### src/rtl/hps_row_fetch_ctrl_pkg.sv
// Shared state encoding, geometry helpers and the pixel threshold rule
// for the HPS row fetch controller.
package hps_fetch_pkg;

  typedef enum logic [2:0] {
    ST_IDLE     = 3'd0,
    ST_LOAD     = 3'd1,
    ST_WAIT_REQ = 3'd2,
    ST_FETCH    = 3'd3,
    ST_ACK      = 3'd4,
    ST_DRAIN    = 3'd5,
    ST_DONE     = 3'd6
  } fetch_state_e;

  function automatic int calc_wpr(input int img_w, input int word_w);
    return img_w / word_w;
  endfunction

  function automatic int calc_aw(input int wpr);
    return (wpr > 1) ? $clog2(wpr) : 1;
  endfunction

  function automatic int calc_rw(input int rows);
    return (rows > 1) ? $clog2(rows) : 1;
  endfunction

  // A pixel is foreground only when strictly brighter than the threshold.
  function automatic logic pix_above(input logic [7:0] grey, input logic [7:0] thresh);
    return grey > thresh;
  endfunction

endpackage

### src/rtl/hps_row_fetch_ctrl_if.sv
// HPS row handshake, word read port and SDRAM read-FIFO port of the
// row fetch controller.
interface hps_row_fetch_ctrl_if #(
  parameter int AW     = 5,
  parameter int WORD_W = 32
);
  // Row handshake is 4-phase: HPS raises iROW_REQ, controller raises
  // oROW_ACK once the row is buffered, HPS drops req, controller drops ack.
  // FIFO side: oRD pops one entry when iRD_EMPTY is low; data follows RD_LAT later.
  logic              iROW_REQ;
  logic              oROW_ACK;
  logic [AW-1:0]     iWORD_ADDR;
  logic [WORD_W-1:0] oWORD_DATA;
  logic              oLOAD;
  logic              oRD;
  logic              iRD_EMPTY;
  logic [15:0]       iRD_DATA;

  modport master (
    input  iROW_REQ, iWORD_ADDR, iRD_EMPTY, iRD_DATA,
    output oROW_ACK, oWORD_DATA, oLOAD, oRD
  );

  modport slave (
    output iROW_REQ, iWORD_ADDR, iRD_EMPTY, iRD_DATA,
    input  oROW_ACK, oWORD_DATA, oLOAD, oRD
  );
endinterface

### src/rtl/hps_row_fetch_ctrl_row_bit_buffer.sv
// One-row bit buffer: bulk clear, single-bit set, registered word read
// that returns zero for addresses past the end of the row.
module row_bit_buffer #(
  parameter int WPR    = 20,
  parameter int WORD_W = 32,
  parameter int AW     = 5,
  parameter int BW     = 5
) (
  input  logic              clk,
  input  logic              rst,
  input  logic              clr,
  input  logic              set_en,
  input  logic [AW-1:0]     set_word,
  input  logic [BW-1:0]     set_bit,
  input  logic [AW-1:0]     rd_addr,
  output logic [WORD_W-1:0] rd_data
);

  logic [WORD_W-1:0] mem [WPR];

  always_ff @(posedge clk) begin
    if (clr) begin
      for (int i = 0; i < WPR; i++) mem[i] <= '0;
    end else if (set_en && (int'(set_word) < WPR)) begin
      mem[set_word][set_bit] <= 1'b1;
    end
  end

  always_ff @(posedge clk or posedge rst) begin
    if (rst) begin
      rd_data <= '0;
    end else if (int'(rd_addr) < WPR) begin
      rd_data <= mem[rd_addr];
    end else begin
      rd_data <= '0;
    end
  end

endmodule

### src/rtl/hps_row_fetch_ctrl.sv
// Fetches one thresholded grey row at a time from the SDRAM read FIFO into
// a packed bit buffer and hands it to the HPS over a req/ack handshake.
module hps_row_fetch_ctrl
  import hps_fetch_pkg::*;
#(
  parameter int IMG_W  = 640,
  parameter int ROWS   = 480,
  parameter int WORD_W = 32,
  parameter int RD_LAT = 1
) (
  input  logic                      iCLK,
  input  logic                      iRST,
  input  logic                      iFRAME_START,
  input  logic [7:0]                iTHRESH,
  hps_row_fetch_ctrl_if.master      bus,
  output logic [calc_rw(ROWS)-1:0]  oROW_IDX,
  output logic                      oBUSY,
  output logic                      oFRAME_DONE,
  output logic [2:0]                oSTATE
);

  localparam int WPR = calc_wpr(IMG_W, WORD_W);
  localparam int AW  = calc_aw(WPR);
  localparam int RW  = calc_rw(ROWS);
  localparam int CW  = $clog2(IMG_W + 1);
  localparam int BW  = $clog2(WORD_W);
  localparam int DW  = $clog2(RD_LAT + 1);

  fetch_state_e      state_q, state_d;
  logic [CW-1:0]     iss_cnt, rcv_cnt;
  logic [RW-1:0]     row_q;
  logic [RD_LAT-1:0] vld_sr;
  logic [DW-1:0]     drain_cnt;
  logic              fetch_start;
  logic              row_inc;
  logic              rd_fire;
  logic              pix_valid;
  logic              unused_data_hi;

  assign unused_data_hi = ^bus.iRD_DATA[15:8];

  assign rd_fire   = (state_q == ST_FETCH) && !bus.iRD_EMPTY && (iss_cnt < CW'(IMG_W));
  // Returns arriving outside FETCH (i.e. while draining) are dropped here.
  assign pix_valid = (state_q == ST_FETCH) && vld_sr[RD_LAT-1] && (rcv_cnt < CW'(IMG_W));

  always_ff @(posedge iCLK or posedge iRST) begin
    if (iRST) begin
      state_q   <= ST_IDLE;
      iss_cnt   <= '0;
      rcv_cnt   <= '0;
      row_q     <= '0;
      vld_sr    <= '0;
      drain_cnt <= '0;
    end else begin
      state_q <= state_d;
      vld_sr  <= fetch_start ? '0 : ((vld_sr << 1) | RD_LAT'(rd_fire));
      if (fetch_start)    iss_cnt <= '0;
      else if (rd_fire)   iss_cnt <= iss_cnt + 1'b1;
      if (fetch_start)    rcv_cnt <= '0;
      else if (pix_valid) rcv_cnt <= rcv_cnt + 1'b1;
      if (state_q == ST_LOAD) row_q <= '0;
      else if (row_inc)       row_q <= row_q + 1'b1;
      drain_cnt <= (state_q == ST_DRAIN) ? drain_cnt + 1'b1 : '0;
    end
  end

  always_comb begin
    state_d     = state_q;
    fetch_start = 1'b0;
    row_inc     = 1'b0;
    case (state_q)
      ST_IDLE: begin
        if (iFRAME_START) state_d = ST_LOAD;
      end
      ST_LOAD: begin
        state_d = ST_WAIT_REQ;
      end
      ST_WAIT_REQ: begin
        if (iFRAME_START) begin
          state_d = ST_LOAD;
        end else if (bus.iROW_REQ) begin
          state_d     = ST_FETCH;
          fetch_start = 1'b1;
        end
      end
      ST_FETCH: begin
        if (iFRAME_START)              state_d = ST_DRAIN;
        else if (rcv_cnt == CW'(IMG_W)) state_d = ST_ACK;
      end
      ST_ACK: begin
        if (iFRAME_START) begin
          state_d = ST_LOAD;
        end else if (!bus.iROW_REQ) begin
          if (row_q == RW'(ROWS - 1)) begin
            state_d = ST_DONE;
          end else begin
            state_d = ST_WAIT_REQ;
            row_inc = 1'b1;
          end
        end
      end
      ST_DRAIN: begin
        if (drain_cnt == DW'(RD_LAT - 1)) state_d = ST_LOAD;
      end
      ST_DONE: begin
        if (iFRAME_START) state_d = ST_LOAD;
      end
      default: state_d = ST_IDLE;
    endcase
  end

  assign bus.oRD      = rd_fire;
  assign bus.oLOAD    = (state_q == ST_LOAD);
  assign bus.oROW_ACK = (state_q == ST_ACK);
  assign oBUSY        = (state_q == ST_LOAD) || (state_q == ST_FETCH) || (state_q == ST_DRAIN);
  assign oFRAME_DONE  = (state_q == ST_DONE);
  assign oSTATE       = state_q;
  assign oROW_IDX     = row_q;

  row_bit_buffer #(
    .WPR    (WPR),
    .WORD_W (WORD_W),
    .AW     (AW),
    .BW     (BW)
  ) u_buf (
    .clk      (iCLK),
    .rst      (iRST),
    .clr      (fetch_start),
    .set_en   (pix_valid && pix_above(bus.iRD_DATA[7:0], iTHRESH)),
    .set_word (AW'(rcv_cnt / CW'(WORD_W))),
    .set_bit  (BW'(rcv_cnt % CW'(WORD_W))),
    .rd_addr  (bus.iWORD_ADDR),
    .rd_data  (bus.oWORD_DATA)
  );

endmodule

### src/flat_wrapper.sv
// flat-port wrapper written by rule: the top's interface ports become plain ports
module hps_row_fetch_ctrl_flat import hps_fetch_pkg::*;
#(
  parameter int IMG_W  = 640,
  parameter int ROWS   = 480,
  parameter int WORD_W = 32,
  parameter int RD_LAT = 1
)
  (iCLK, iRST, iFRAME_START, iTHRESH, oROW_IDX, oBUSY, oFRAME_DONE, oSTATE, bus_iROW_REQ, bus_iWORD_ADDR, bus_iRD_EMPTY, bus_iRD_DATA, bus_oROW_ACK, bus_oWORD_DATA, bus_oLOAD, bus_oRD);
  hps_row_fetch_ctrl_if #(.AW((5)), .WORD_W(WORD_W)) bus_i ();
  input  logic iCLK;
  input  logic iRST;
  input  logic iFRAME_START;
  input  logic [7:0] iTHRESH;
  output logic [calc_rw(ROWS)-1:0] oROW_IDX;
  output logic oBUSY;
  output logic oFRAME_DONE;
  output logic [2:0] oSTATE;
  input wire logic [$bits(bus_i.iROW_REQ)-1:0] bus_iROW_REQ;
  input wire logic [$bits(bus_i.iWORD_ADDR)-1:0] bus_iWORD_ADDR;
  input wire logic [$bits(bus_i.iRD_EMPTY)-1:0] bus_iRD_EMPTY;
  input wire logic [$bits(bus_i.iRD_DATA)-1:0] bus_iRD_DATA;
  output wire logic [$bits(bus_i.oROW_ACK)-1:0] bus_oROW_ACK;
  output wire logic [$bits(bus_i.oWORD_DATA)-1:0] bus_oWORD_DATA;
  output wire logic [$bits(bus_i.oLOAD)-1:0] bus_oLOAD;
  output wire logic [$bits(bus_i.oRD)-1:0] bus_oRD;
  assign bus_i.iROW_REQ = bus_iROW_REQ;
  assign bus_i.iWORD_ADDR = bus_iWORD_ADDR;
  assign bus_i.iRD_EMPTY = bus_iRD_EMPTY;
  assign bus_i.iRD_DATA = bus_iRD_DATA;
  assign bus_oROW_ACK = bus_i.oROW_ACK;
  assign bus_oWORD_DATA = bus_i.oWORD_DATA;
  assign bus_oLOAD = bus_i.oLOAD;
  assign bus_oRD = bus_i.oRD;
  hps_row_fetch_ctrl #(.IMG_W(IMG_W), .ROWS(ROWS), .WORD_W(WORD_W), .RD_LAT(RD_LAT)) u_core (.iCLK(iCLK), .iRST(iRST), .iFRAME_START(iFRAME_START), .iTHRESH(iTHRESH), .bus(bus_i), .oROW_IDX(oROW_IDX), .oBUSY(oBUSY), .oFRAME_DONE(oFRAME_DONE), .oSTATE(oSTATE));
endmodule
### config.mk
export PLATFORM = sky130hd
export DESIGN_NAME = hps_row_fetch_ctrl_flat
export DESIGN_NICKNAME = d
export VERILOG_FILES = /design/src/rtl/hps_row_fetch_ctrl_pkg.sv /design/src/rtl/hps_row_fetch_ctrl_if.sv /design/src/rtl/hps_row_fetch_ctrl_row_bit_buffer.sv /design/src/rtl/hps_row_fetch_ctrl.sv /design/src/flat_wrapper.sv
export SDC_FILE = /design/constraint.sdc
export NUM_CORES = 2
export LEC_CHECK = 0
export ABC_CLOCK_PERIOD_IN_PS = 4400
export CAP_MARGIN = 20
export CORE_UTILIZATION = 58
export DETAILED_ROUTE_END_ITERATION = 7
export GPL_TIMING_DRIVEN = 0
export PLACE_DENSITY = 0.76
export SYNTH_ARGS = -nofsm -noshare
export SYNTH_HDL_FRONTEND = slang
export SYNTH_SLANG_ARGS = --single-unit
export TNS_END_PERCENT = 5
### constraint.sdc
create_clock -name iCLK -period 4.4 [get_ports iCLK]
set_clock_uncertainty 0.15 [all_clocks]
set_input_delay 0.88 -clock iCLK [delete_from_list [all_inputs] [get_ports iCLK]]
set_output_delay 0.88 -clock iCLK [all_outputs]
set_load 0.01 [all_outputs]
==> results.sh <==
export IMPL_run_status="finished, violations left"
export IMPL_violated_checks="design-rule violations"
export IMPL_yosysSeqAreaShare_pct=46.3
export IMPL_total_power_after_layout_mw=23.5
export IMPL_critical_path_startpoint_type="primary input"
export IMPL_fin_crit_ps=4260
export IMPL_grt_start_max_net_pins=46
export IMPL_floorplan_initialDensity_pct=59.2
export IMPL_die_h_um=234
export IMPL_finalSetupViolCount=0
export IMPL_die_area_mm2=0.0548
export IMPL_numCtsBuffers=74
export IMPL_min_period_over_period_pct=96.8
export IMPL_critPathCapture="u_core.u_buf.mem[15][29]$_DFF_P_"
export IMPL_clkSinkCount=706
export IMPL_fin_hold_ws_ps=278
export IMPL_core_rowCount=84
export IMPL_htree_levels=3
export IMPL_post_layout_nonfiller_instances=4375
export IMPL_psw_mw=8.70
export IMPL_rsz0062_at_grt="false"
export IMPL_peakVddDrop_uv=414
export IMPL_post_place_cells=4231
export IMPL_grt_remaining_overflow=0
export IMPL_drive_above_1_share_pct=6.60
export IMPL_setup_slack_of_the_most_critical_reg_to_reg_path_ps=720
export IMPL_power_frac_clock_pct=28.1
export IMPL_asyncSetResetFlopFracSynth_pct=9.35
export IMPL_floorplan_io_pins=83
export IMPL_wl_per_cell_um=28.5
export IMPL_syn_mean_instance_area_um2=9.06
export IMPL_coreArea_mm2=0.0529
export IMPL_grt_pass1_wl_um=185000
export IMPL_viasPerCell=7.18
export IMPL_power_frac_comb_pct=30.8
export IMPL_number_of_synthesized_register_bits=706
export IMPL_drt_pass1_iterations=8
export IMPL_drt_wl_total_um=125000
export IMPL_synth_edf_count=0
export IMPL_worst_skew_pair_late_latency_ps=650
export IMPL_seq_power_share_pct=41.0
export IMPL_timing_critical_path_from="iTHRESH[7]"
export IMPL_switching_share_pct=37.1
export IMPL_power_density_mw_per_mm2=656
export IMPL_hpwl_um=89100
export IMPL_gpl_final_weighted_congestion=1.02
export IMPL_critical_path_cell_count=9
export IMPL_mappedNetlistNets=3499
export IMPL_postSynth_topFlopCell="dfxtp_1"
export IMPL_drt_drc_violations_left=8
export IMPL_max_cap_violations=0
export IMPL_critical_path_max_fanout=10
export IMPL_final_common_cell="nand2_1"
export IMPL_slew_violations=0
export IMPL_overall_via_count_from_detail_route=31400
export IMPL_max_clock_freq_mhz=235
export IMPL_min_path_type="flop to flop"
export IMPL_tightestPinTransition_ps=1300
export IMPL_crit_buf_inv=5
export IMPL_n_fill_cell=4160
export IMPL_synthesis_instances=3451
export IMPL_layout_area_overhead_pct=14.4
export IMPL_critical_path_top_delay_family="buffers and inverters"
export IMPL_timing_reg2reg_worst_path_depth=6
export IMPL_fp_dieW_um=234
export IMPL_commonest_cells_after_routing_fill_and_taps_aside="nand2_1, dfxtp_1, o41ai_1, clkbuf_1, mux2i_1"
export IMPL_yosysWarningCount=0
export IMPL_critical_path_top_cell_by_count="clkbuf_1"
export IMPL_crit_chain="clkdlybuf4s50_1 -> inv_1 -> ha_1 -> a21oi_1 -> and2_1 -> clkbuf_1 -> clkbuf_1 -> clkbuf_1 -> o41ai_1"
export IMPL_postCtsSetupRepairBufs=0
export IMPL_relSlewSlack_pct=13.4
export IMPL_critical_path_class="primary input to flop"
export IMPL_post_synth_num_cell_types=58
export IMPL_fin_nets=3671
export IMPL_slowest_stage_cell_crit_path="and2_1"
export IMPL_worst_r2r_endpoint="u_core.u_buf.mem[4][14]$_DFF_P_"
export IMPL_ant_nets=0
export IMPL_power_static_leakage_nw=13.4
export IMPL_path_clk_slew_ps=60
export IMPL_postPlaceCellArea_mm2=0.0332
export IMPL_required_ps=4750
export IMPL_globalRouteTotalUtil_pct=44.9
export IMPL_layout_cell_area_non_filler_mm2=0.0358
export IMPL_cell_internal_pwr_mw=14.8
export IMPL_cp_end_kind="flop"
export IMPL_final_hold_violating_endpoints=0
export IMPL_grt_antenna_before_repair=7
export IMPL_cts_tree="built"
export IMPL_r2r_start="u_core.rcv_cnt[5]$_DFFE_PP0P_"
export IMPL_number_of_global_route_vias_before_repair=29900
export IMPL_critPathMaxStageDelay_ps=720
export IMPL_syn_area_mm2=0.0313
export IMPL_max_clock_path_buffers=3
export IMPL_clock_tree_root_cell="clkbuf_16"
export IMPL_placement_io_buffers=72
export IMPL_cp_arrival_ps=4610
export IMPL_detail_route_iter0_violations=5182
-- final cells by class --
class	count	area [um2]	share of cell area, %
Multi-Input combinational cell	2331	15300	42.7
Sequential cell	706	14500	40.4
Clock buffer	109	2240	6.26
Buffer	394	1530	4.26
Timing Repair Buffer	97	1020	2.85
Tap cell	688	861	2.41
Clock inverter	25	293	0.818
Inverter	19	73.8	0.206
Antenna cell	6	15.0	0.0420
-- stage by stage --
stage	utilization [%]	setup slack [ps]	setup TNS, ps
2_1_floorplan	-	1540	0
3_3_place_gp	62.1	-348	-43810
3_5_place_dp	62.8	-402	-49640
4_1_cts	67.5	235	0
5_1_grt	67.7	152	0
6_report	67.7	139	0
-- repair_timing --
item,4_1_cts,5_1_grt
hold buffers,0,0
endpoints found under the setup margin,0,11
gates resized for setup,0,0
-- sequential cells by signal, indices dropped and copies added, names as in the netlist --
signal	flops
u_core.u_buf.mem	640
u_core.u_buf.rd_data	32
u_core.iss_cnt	10
u_core.rcv_cnt	10
u_core.oROW_IDX	9
u_core.oSTATE	3
u_core.drain_cnt	1
u_core.vld_sr	1
-- worst register-to-register path: cells and delay by family, from the launching register on --
kind / cells / cell delay [ps]
buffers and inverters: 4 / 2670
flip-flops: 1 / 370
AND/OR/NAND/NOR: 1 / 170
AO/OA/AOI/OAI: 1 / 170
-- synth_stat cells, types with 3 or more instances --
cell / n / area, um2
clkbuf_1: 332 / 1250
nor4_1: 8 / 50.1
o31ai_1: 6 / 45.0
nand3_1: 133 / 666
xnor2_1: 7 / 61.3
nor4b_1: 5 / 43.8
nand2_1: 915 / 3430
a22oi_1: 64 / 480
o211ai_1: 5 / 37.5
dfrtp_1: 66 / 1650
and3_1: 4 / 25.0
nor3b_1: 5 / 37.5
ha_1: 14 / 175
nand4_1: 14 / 87.6
and2_1: 9 / 56.3
dfxtp_1: 640 / 12800
mux4_2: 32 / 721
or4_1: 3 / 22.5
nor3_1: 11 / 55.1
mux2i_1: 260 / 2600
or2_2: 4 / 25.0
o21a_1: 3 / 22.5
nor2_1: 45 / 169
buf_1: 26 / 97.6
a31oi_1: 3 / 18.8
o41ai_1: 606 / 5310
buf_2: 37 / 185
inv_1: 19 / 71.3
a21oi_1: 72 / 360
or3_1: 6 / 37.5
nand3b_1: 3 / 22.5
nand2b_1: 10 / 62.6
nor2b_1: 10 / 62.6
o21ai_0: 42 / 210
-- per-layer routing --
layer | wire (um) | GRT usage, % | part of all wire [%]
met1 | 44100 | 53.7 | 35
met2 | 53200 | 66.3 | 43
met3 | 17400 | 17.1 | 14
met4 | 9960 | 31.7 | 8.0
met5 | 47 | 0 | 0.038
-- power by group through the flow --
| stage | Combinational [mW] | Clock [mW] | Sequential (mW) |
|---|---|---|---|
| final | 7.24 | 6.60 | 9.64 |
| after global routing | 7.56 | 6.81 | 9.81 |
| after detailed placement | 6.80 | 0 | 9.67 |
| after CTS | 6.85 | 6.54 | 9.56 |
| after floorplan | 4.38 | 0 | 9.39 |
| after global placement | 6.40 | 0 | 9.54 |
-- worst min-delay path by stage --
stage	startpoint	end	cells after the start
global placement	u_core.drain_cnt$_DFF_PP0_	u_core.drain_cnt$_DFF_PP0_	1
CTS	u_core.drain_cnt$_DFF_PP0_	u_core.drain_cnt$_DFF_PP0_	1
floorplan	u_core.drain_cnt$_DFF_PP0_	u_core.drain_cnt$_DFF_PP0_	1
global route	u_core.drain_cnt$_DFF_PP0_	u_core.drain_cnt$_DFF_PP0_	1
detailed placement	u_core.drain_cnt$_DFF_PP0_	u_core.drain_cnt$_DFF_PP0_	1
finish	u_core.drain_cnt$_DFF_PP0_	u_core.drain_cnt$_DFF_PP0_	1
-- cells by family (layout without fill, tap and decap cells) --
| kind of cell | count (synthesis) | count (layout) | share of synthesized area, % |
|---|---|---|---|
| buf+inv | 414 | 644 | 5.12 |
| mux | 293 | 293 | 10.7 |
| compound gates | 813 | 813 | 21.1 |
| xor+xnor | 9 | 9 | 0.252 |
| other cells | 0 | 6 | 0 |
| flops | 706 | 706 | 46.3 |
| fa+ha+maj | 14 | 14 | 0.560 |
| simple gates | 1202 | 1202 | 16.1 |
Power figures use the tool's default switching activity.
